`config.mk`:
```
export PLATFORM = sky130hd
export DESIGN_NAME = pwm_dt_multi
export DESIGN_NICKNAME = d
export VERILOG_FILES = /design/src/rtl/pwm_pkg.sv /design/src/rtl/pwm_deadband.sv /design/src/rtl/pwm_dt_multi.sv
export SDC_FILE = /design/constraint.sdc
export NUM_CORES = 1
export LEC_CHECK = 0
export BUFFER_PORTS_ARGS = -buffer_cell sky130_fd_sc_hd__buf_4
export CAP_MARGIN = 10
export CORE_MARGIN = 2
export CORE_UTILIZATION = 40
export CTS_BUF_LIST = sky130_fd_sc_hd__clkbuf_2
export CTS_CLUSTER_SIZE = 40
export DETAILED_ROUTE_END_ITERATION = 12
export GPL_ROUTABILITY_DRIVEN = 0
export HOLD_SLACK_MARGIN = 0.02
export PLACE_DENSITY = 0.66
export SYNTH_ARGS = -nofsm -noshare
export SYNTH_HDL_FRONTEND = slang
export SYNTH_SLANG_ARGS = --single-unit
```
`constraint.sdc`:
```
create_clock -name clk -period 2.2 [get_ports clk]
set_input_delay 0.22 -clock clk [delete_from_list [all_inputs] [get_ports clk]]
set_output_delay 0.22 -clock clk [all_outputs]
set_load 0.02 [all_outputs]
```
`src/rtl/pwm_pkg.sv`:
```
// Shared constants and helpers for the multi-channel dead-time PWM generator.
// Defaults match the motor-drive build: 11-bit period, two legs, 6-bit dead-time.
package pwm_pkg;

  localparam int PWM_WIDTH_DEF  = 11;
  localparam int PWM_NCH_DEF    = 2;
  localparam int PWM_DT_W_DEF   = 6;
  localparam int PWM_BUS_MAX    = 256;
  localparam int PWM_DUTY_MAX_W = 32;

  // Channel ch occupies bits [ch*width +: width] of the packed duty bus.
  function automatic logic [PWM_DUTY_MAX_W-1:0] pwm_chan_duty(
    input logic [PWM_BUS_MAX-1:0] bus,
    input int                     ch,
    input int                     width
  );
    logic [PWM_BUS_MAX-1:0]    shifted;
    logic [PWM_DUTY_MAX_W-1:0] mask;
    shifted = bus >> (ch * width);
    mask    = (width >= PWM_DUTY_MAX_W) ? '1 : ((32'd1 << width) - 32'd1);
    return shifted[PWM_DUTY_MAX_W-1:0] & mask;
  endfunction

endpackage

```
`src/rtl/pwm_deadband.sv`:
```
// One channel's dead-time inserter: turns the raw compare into a complementary
// high/low drive pair that is never high on both sides at once.
module pwm_deadband
  import pwm_pkg::*;
#(
  parameter int DT_W = PWM_DT_W_DEF
) (
  input  logic            clk,
  input  logic            rst_n,
  input  logic            en,
  input  logic            raw,
  input  logic [DT_W-1:0] dead_time,
  output logic            PWM_sig,
  output logic            PWM_sig_n
);

  logic            lvl_q, lvl_d;
  logic [DT_W-1:0] dt_cnt_q, dt_cnt_d;
  logic            hi_q, hi_d;
  logic            lo_q, lo_d;

  // Settled state drives the side chosen by lvl; a raw change blanks both sides
  // for dead_time cycles, and a zero dead_time passes raw straight through.
  always_comb begin
    lvl_d    = lvl_q;
    dt_cnt_d = dt_cnt_q;
    hi_d     = lvl_q;
    lo_d     = ~lvl_q;
    if (!en) begin
      lvl_d    = 1'b0;
      dt_cnt_d = '0;
      hi_d     = 1'b0;
      lo_d     = 1'b0;
    end else if (raw != lvl_q) begin
      lvl_d = raw;
      if (dead_time == '0) begin
        dt_cnt_d = '0;
        hi_d     = raw;
        lo_d     = ~raw;
      end else begin
        dt_cnt_d = dead_time;
        hi_d     = 1'b0;
        lo_d     = 1'b0;
      end
    end else if (dt_cnt_q > DT_W'(1)) begin
      dt_cnt_d = dt_cnt_q - DT_W'(1);
      hi_d     = 1'b0;
      lo_d     = 1'b0;
    end else if (dt_cnt_q == DT_W'(1)) begin
      dt_cnt_d = '0;
    end
  end

  always_ff @(posedge clk) begin
    if (!rst_n) begin
      lvl_q    <= 1'b0;
      dt_cnt_q <= '0;
      hi_q     <= 1'b0;
      lo_q     <= 1'b0;
    end else begin
      lvl_q    <= lvl_d;
      dt_cnt_q <= dt_cnt_d;
      hi_q     <= hi_d;
      lo_q     <= lo_d;
    end
  end

  assign PWM_sig   = hi_q;
  assign PWM_sig_n = lo_q;

endmodule

```
`src/rtl/pwm_dt_multi.sv`:
```
// Multi-channel PWM with a shared period counter, double-buffered duty and
// per-channel dead-time insertion on complementary outputs.
module pwm_dt_multi
  import pwm_pkg::*;
#(
  parameter int WIDTH = PWM_WIDTH_DEF,
  parameter int NCH   = PWM_NCH_DEF,
  parameter int DT_W  = PWM_DT_W_DEF
) (
  input  logic                 clk,
  input  logic                 rst_n,
  input  logic                 en,
  input  logic [NCH*WIDTH-1:0] duty,
  input  logic [DT_W-1:0]      dead_time,
  output logic [NCH-1:0]       PWM_sig,
  output logic [NCH-1:0]       PWM_sig_n,
  output logic                 period_strt
);

  logic [WIDTH-1:0] cnt_q, cnt_d;
  logic [WIDTH-1:0] duty_act_q [NCH];
  logic [WIDTH-1:0] duty_act_d [NCH];
  logic [WIDTH-1:0] duty_req   [NCH];
  logic [NCH-1:0]   raw;
  logic             wrap;

  assign wrap = (cnt_q == '1);

  // Shadow duty only moves at the wrap (or freely while disabled), so a period
  // always runs to completion with the duty it started with.
  always_comb begin
    cnt_d = en ? (cnt_q + WIDTH'(1)) : '0;
    for (int i = 0; i < NCH; i++) begin
      duty_act_d[i] = (!en || wrap) ? duty_req[i] : duty_act_q[i];
    end
  end

  always_ff @(posedge clk) begin
    if (!rst_n) begin
      cnt_q <= '0;
      for (int i = 0; i < NCH; i++) begin
        duty_act_q[i] <= '0;
      end
    end else begin
      cnt_q <= cnt_d;
      for (int i = 0; i < NCH; i++) begin
        duty_act_q[i] <= duty_act_d[i];
      end
    end
  end

  assign period_strt = rst_n & en & (cnt_q == '0);

  for (genvar g = 0; g < NCH; g++) begin : g_ch
    assign duty_req[g] = WIDTH'(pwm_chan_duty(PWM_BUS_MAX'(duty), g, WIDTH));
    assign raw[g]      = (cnt_q < duty_act_q[g]);

    pwm_deadband #(
      .DT_W(DT_W)
    ) u_deadband (
      .clk       (clk),
      .rst_n     (rst_n),
      .en        (en),
      .raw       (raw[g]),
      .dead_time (dead_time),
      .PWM_sig   (PWM_sig[g]),
      .PWM_sig_n (PWM_sig_n[g])
    );
  end

endmodule

```
Word-level counts from Yosys, hierarchy flattened
Memories as Yosys holds them, arrays and structs flattened. Index checks and enable logic that the tools add are counted.

Add/subtract/negate cells: 3. $lt $le $gt $ge: 4. Equality and inequality tests: 5. Multiplexer cells: 25. Bitwise logic cells: 8. Reduce and logical (&&, ||, !) cells: 7.

Operators by type and width (count): 2-to-1 mux 11 bit (4); 2-to-1 mux 6 bit (7); < comparator 11 bit (2); 2-to-1 mux 1 bit (14); equality test 6 x 1 -> 1 bit (second input constant) (2); > comparator 6 x 1 -> 1 bit (second input constant) (2); subtractor 6 x 1 -> 6 bit (second input constant) (2); adder 11 x 1 -> 11 bit (second input constant) (1); equality test 11 bit (second input constant) (1); zero test 11 bit (1); zero test 6 bit (1); nonzero test 3 bit (2); NOT 1 bit (4); bitwise AND 1 bit (2); != test 1 bit (2); bitwise OR 1 bit (2); AND reduction 2 bit (1); zero test 1 bit (1); logical OR 1 bit (1).

Register bits after elaboration: 29. RAM bits: 22. Bits of input ports: 31. Output and inout bits: 5. Logic and storage cells: 62. Memories kept: 1.

Memory list: duty_act_q (depth 2, width 11, read ports 2, clocked after Yosys merged registers in 0, wr ports 2, RTL line pwm_dt_multi.sv:21) `logic [WIDTH-1:0] duty_act_q [NCH];`.

Logic depth before layout (Yosys ltp)
Depth after elaboration: 4. Gate-level depth with buffers: 9. Mapped depth without buffers: 8.

Hierarchy
A second synthesis with hierarchy kept.

Cells, all modules: 333. Area, all modules: 2792.7 µm².

By module, submodules not included: pwm_dt_multi (times used 1, cells each 219, area each 1804.2 µm²); pwm_deadband (times used 2, cells each 57, area each 494.2 µm²).

Worst setup path after synthesis
OpenSTA, ideal clock, no wires.

Path type: reg-to-reg. Start: reg cnt_q[2]. End: reg g_ch[1].u_deadband.dt_cnt_q[1]. Setup time: 0.079 ns. Arrival time: 1.841 ns. Data required time: 2.121 ns. Slack: 0.280 ns. Cell stages (with the launch flop): 9. Buffers on the path: 1. Clock period less this slack: 1.920 ns. Cells stage by stage: dfxtp_1 -> ha_1 -> a21oi_2 -> o21ai_1 -> a21o_1 -> or3_4 -> and2_4 -> buf_6 -> a211oi_2.

Word-level cells in the longest chain between the ends: 3. Elaborated cells between the ends (all ways): 4. Classes of those cells: order compare: 1; eq/ne: 1; mux: 1; reduce/logical: 1.

Ends and longest elaborated chain: start, declared (RTL line pwm_dt_multi.sv:20) `logic [WIDTH-1:0] cnt_q, cnt_d;`; start signal, assigned (RTL line pwm_dt_multi.sv:45) `cnt_q <= cnt_d;`; < comparator 11 bit * (RTL line pwm_dt_multi.sv:56) `assign raw[g] = (cnt_q < duty_act_q[g]);`; != test 1 bit * (RTL line pwm_deadband.sv:34) `end else if (raw != lvl_q) begin`; nonzero test 3 bit (no source line) / 2-to-1 mux 6 bit (equally long branches); end signal, assigned (RTL line pwm_deadband.sv:62) `dt_cnt_q <= dt_cnt_d;`; end, declared (RTL line pwm_deadband.sv:18) `logic [DT_W-1:0] dt_cnt_q, dt_cnt_d;`.

Mark *: on every way between the ends. The rest lies on a longest branch, timed or not. A chain may end at the register's enable or synchronous reset.

Final worst setup path
Start: reg cnt_q[4]. End: reg g_ch[0].u_deadband.dt_cnt_q[1].

Word-level cells in the longest chain between the ends: 3. Elaborated cells between the ends (all ways): 4. Classes of those cells: order compare: 1; eq/ne: 1; mux: 1; reduce/logical: 1.

Ends and longest elaborated chain (RTL line): < comparator 11 bit * (pwm_dt_multi.sv:56); != test 1 bit * (pwm_deadband.sv:34); nonzero test 3 bit (no source line) / 2-to-1 mux 6 bit (equally long branches); end signal, assigned (pwm_deadband.sv:62); end, declared (pwm_deadband.sv:18).

Marks and branches as above.

==> results.yml <==
drt:
  drt_pre_antenna_iters: 4
  routed_wl_mm: 6.07
  ant_nets: 0
  routed_via_density: 4.85
  wl_per_cell_um: 11.8
  drc: 0
  dr_total_vias: 2488
  drt_iter0_markers: 64
synthesis:
  async_flop_share_pct: 0
  synthSimpleGateAreaFrac_pct: 23.3
  yosysWarnings: 0
  synth_top_flop_cell: "dfxtp_1"
  synth_largest_area_cell: "dfxtp_1"
  synthAdderAreaFrac_pct: 11.4
  ys_seq_area_share_pct: 35.7
  yosys_register_bits: 51
  synth-compound-area-share_pct: 16.3
  synth_top_family_by_area: "simple AND/OR/NAND/NOR gates"
  synth_edf_count: 0
  syn_area_per_cell_um2: 8.08
  synthCells: 354
  synth_area_um2: 2860
  synth_cell_type_count: 41
  syn-num-nets: 411
  synth_xor_area_share_pct: 4.90
  ys_top_cells_by_area: "dfxtp_1 (36%), ha_1 (11%), nand2_1 (8.8%), a21boi_1 (6.3%), a21oi_1 (3.5%)"
  yosysTopAreaCellShare_pct: 35.7
  synthMuxAreaShare_pct: 2.10
worst_setup_path:
  worstReg2RegStart: "cnt_q[4]"
  required_ns: 2.54
  crit_fanout: 6
  r2r_end: "g_ch[0].u_deadband.dt_cnt_q[1]"
  crit_path_end_kind: "flip-flop"
  critPathKind: "reg2reg"
  worstSetupStartpointType: "flip-flop"
  worstRegToRegCells: 7
  cp.arrival_ns: 2.36
  r2r_setup_slack_ns: 0.19
worst_hold_path:
  hp-class: "in2reg"
  holdPathStages: 3
  whs_endpoint: "g_ch[0].u_deadband.dt_cnt_q[2]"
  hp-start: "dead_time[2]"
timing:
  setup_slack_ns: 0.186
  setup_violations: 0
  rsz0062_at_grt: "false"
  fin_crit_ns: 2.01
  max_slew_margin_pct: 67.2
  worstMarginPinSlew_ns: 0.488
  finalSetupTns_ns: 0
  clock.fmax_ghz: 0.496
  hold_viol: 0
  timing.final.crit_share_pct: 91.6
  slew_viol_final: 0
  fin_skew_ns: 0.0132
floorplan:
  fp.dieW_um: 88.6
  die_h_um: 88.6
  die_area_um2: 7850
  ios: 36
  start_util_pct: 41.7
  design.core.area_um2: 6870
  rows: 30
cts:
  htree_num_levels: 2
  cts_tree: "done"
  cts_setup_buffers: 0
  clockBufferDepth: 2
  cts_sinks: 51
  cts_made_buffers: 5
  cts-root-buf: "clkbuf_2"
  clkSlewWorstSetupHoldPaths_ns: 0.23
  insertion_delay_ns: 0.42
cells_and_area:
  n_fill_cell: 707
  multi_input_area_um2: 1660
  final_cell_mix: "nand2_1 (67), dfxtp_1 (48), buf_4 (45)"
  seq_area_um2: 1020
  drive_gt1_share_pct: 14.6
  nNetsFinal: 473
  syn_to_final_growth_pct: 22.9
  diodes: 0
  final_common_cell: "nand2_1"
global_routing:
  grt_pass1_wl_mm: 10.3
  antenna_found_initial: 0
  grt_max_degree: 26
  grt-ovfl-total: 0
  track_usage_pct: 16.8
  grt_pass1_vias: 2409
power_and_ir_drop:
  ir_drop_mv: 0.324
  power.leakage_nw: 1.52
  pwr_density_cell_nw_per_um2: 524
placement:
  place_ws_ns: 0.173
  port-buffer-count: 35
  dp.final_hpwl_mm: 4.71
run_status:
  outcome: "finished, final reports clean"
job:
  max_cap_violations: 0
## logic make-up after synthesis
kind of cell,Yosys count
and+or+nand+nor,144
AOI/OAI and AO/OA,71
DFF,51
buffers and inverters,40
adders and majority gates,26
xor gates and xnor gates,16
muxes,6
## Yosys cell counts (all sizes together), types with 6 or more instances
| master | count |
|---|---|
| xor2 | 11 |
| a21oi | 21 |
| inv | 26 |
| mux2i | 6 |
| dfxtp | 51 |
| ha | 26 |
| nand3 | 7 |
| nor3 | 14 |
| nand2 | 67 |
| buf | 11 |
| a21boi | 24 |
| o21ai | 14 |
| nor2 | 26 |
## flip-flops by register name, indices dropped and copies added, names as in the netlist
signal                     flops
cnt_q                         11
duty_act_q                    22
g_ch.u_deadband.PWM_sig        2
g_ch.u_deadband.PWM_sig_n      2
g_ch.u_deadband.dt_cnt_q      12
g_ch.u_deadband.lvl_q          2
## final cells by class
type,instances,area share [%]
Sequential cell,51,29.1
Clock buffer,6,0.854
Tap cell,96,3.42
Multi-Input combinational cell,263,47.2
Timing Repair Buffer,69,16.4
Clock inverter,2,0.214
Inverter,26,2.78
## power breakdown
part / switching (mW) / internal, mW
registers: 0.0386 / 0.974
clock network: 0.284 / 0.0765
logic: 0.235 / 0.232
total: 0.558 / 1.28
## routing by layer
layer	up-vias	GRT usage, %	routed length [um]
met5	-	0	0
met3	9	2.43	190
met4	0	5.37	84
met2	46	30.3	3000
met1	1112	20.4	2790
li1	1321	-	-
## per-stage QoR
stage,util [%],std cells,power (mW),hold WS (ns),instance area [um2]
after floorplan,-,354,1.34,0.359,2860
after global placement,47.1,481,1.45,0.434,3230
after detailed placement,47.1,481,1.47,0.442,3230
after CTS,50.8,511,1.86,0.0253,3490
after global routing,51.2,513,1.97,0.0406,3520
final,51.2,513,1.84,0.0540,3520
## worst max-delay path, cell delays in order (launching register included)
cell and delay (ns):
dfxtp_1 0.51, ha_1 0.29, a21oi_1 0.19, o21ai_1 0.10, nor2b_1 0.16, or3_1 0.41
a21oi_1 0.21, nor3_1 0.07
## worst max path at each step
stage / start / to / cells after the start
2_1_floorplan: cnt_q[2] / g_ch[1].u_deadband.dt_cnt_q[1] / 8
4_1_cts: cnt_q[2] / g_ch[0].u_deadband.dt_cnt_q[1] / 7
3_5_place_dp: cnt_q[2] / g_ch[0].u_deadband.dt_cnt_q[1] / 7
6_report: cnt_q[4] / g_ch[0].u_deadband.dt_cnt_q[1] / 7
5_1_grt: cnt_q[1] / duty_act_q[0][4] / 8
3_3_place_gp: cnt_q[2] / g_ch[0].u_deadband.dt_cnt_q[0] / 7
## timing repair
| action | 4_1_cts | 5_1_grt |
|---|---|---|
| endpoints found under the setup margin | 0 | 13 |
| gates resized for setup | 0 | 4 |
| hold endpoints to repair | 22 | 2 |
| hold buffers | 22 | 2 |
Note: power is estimated with default switching activity, not from simulation.
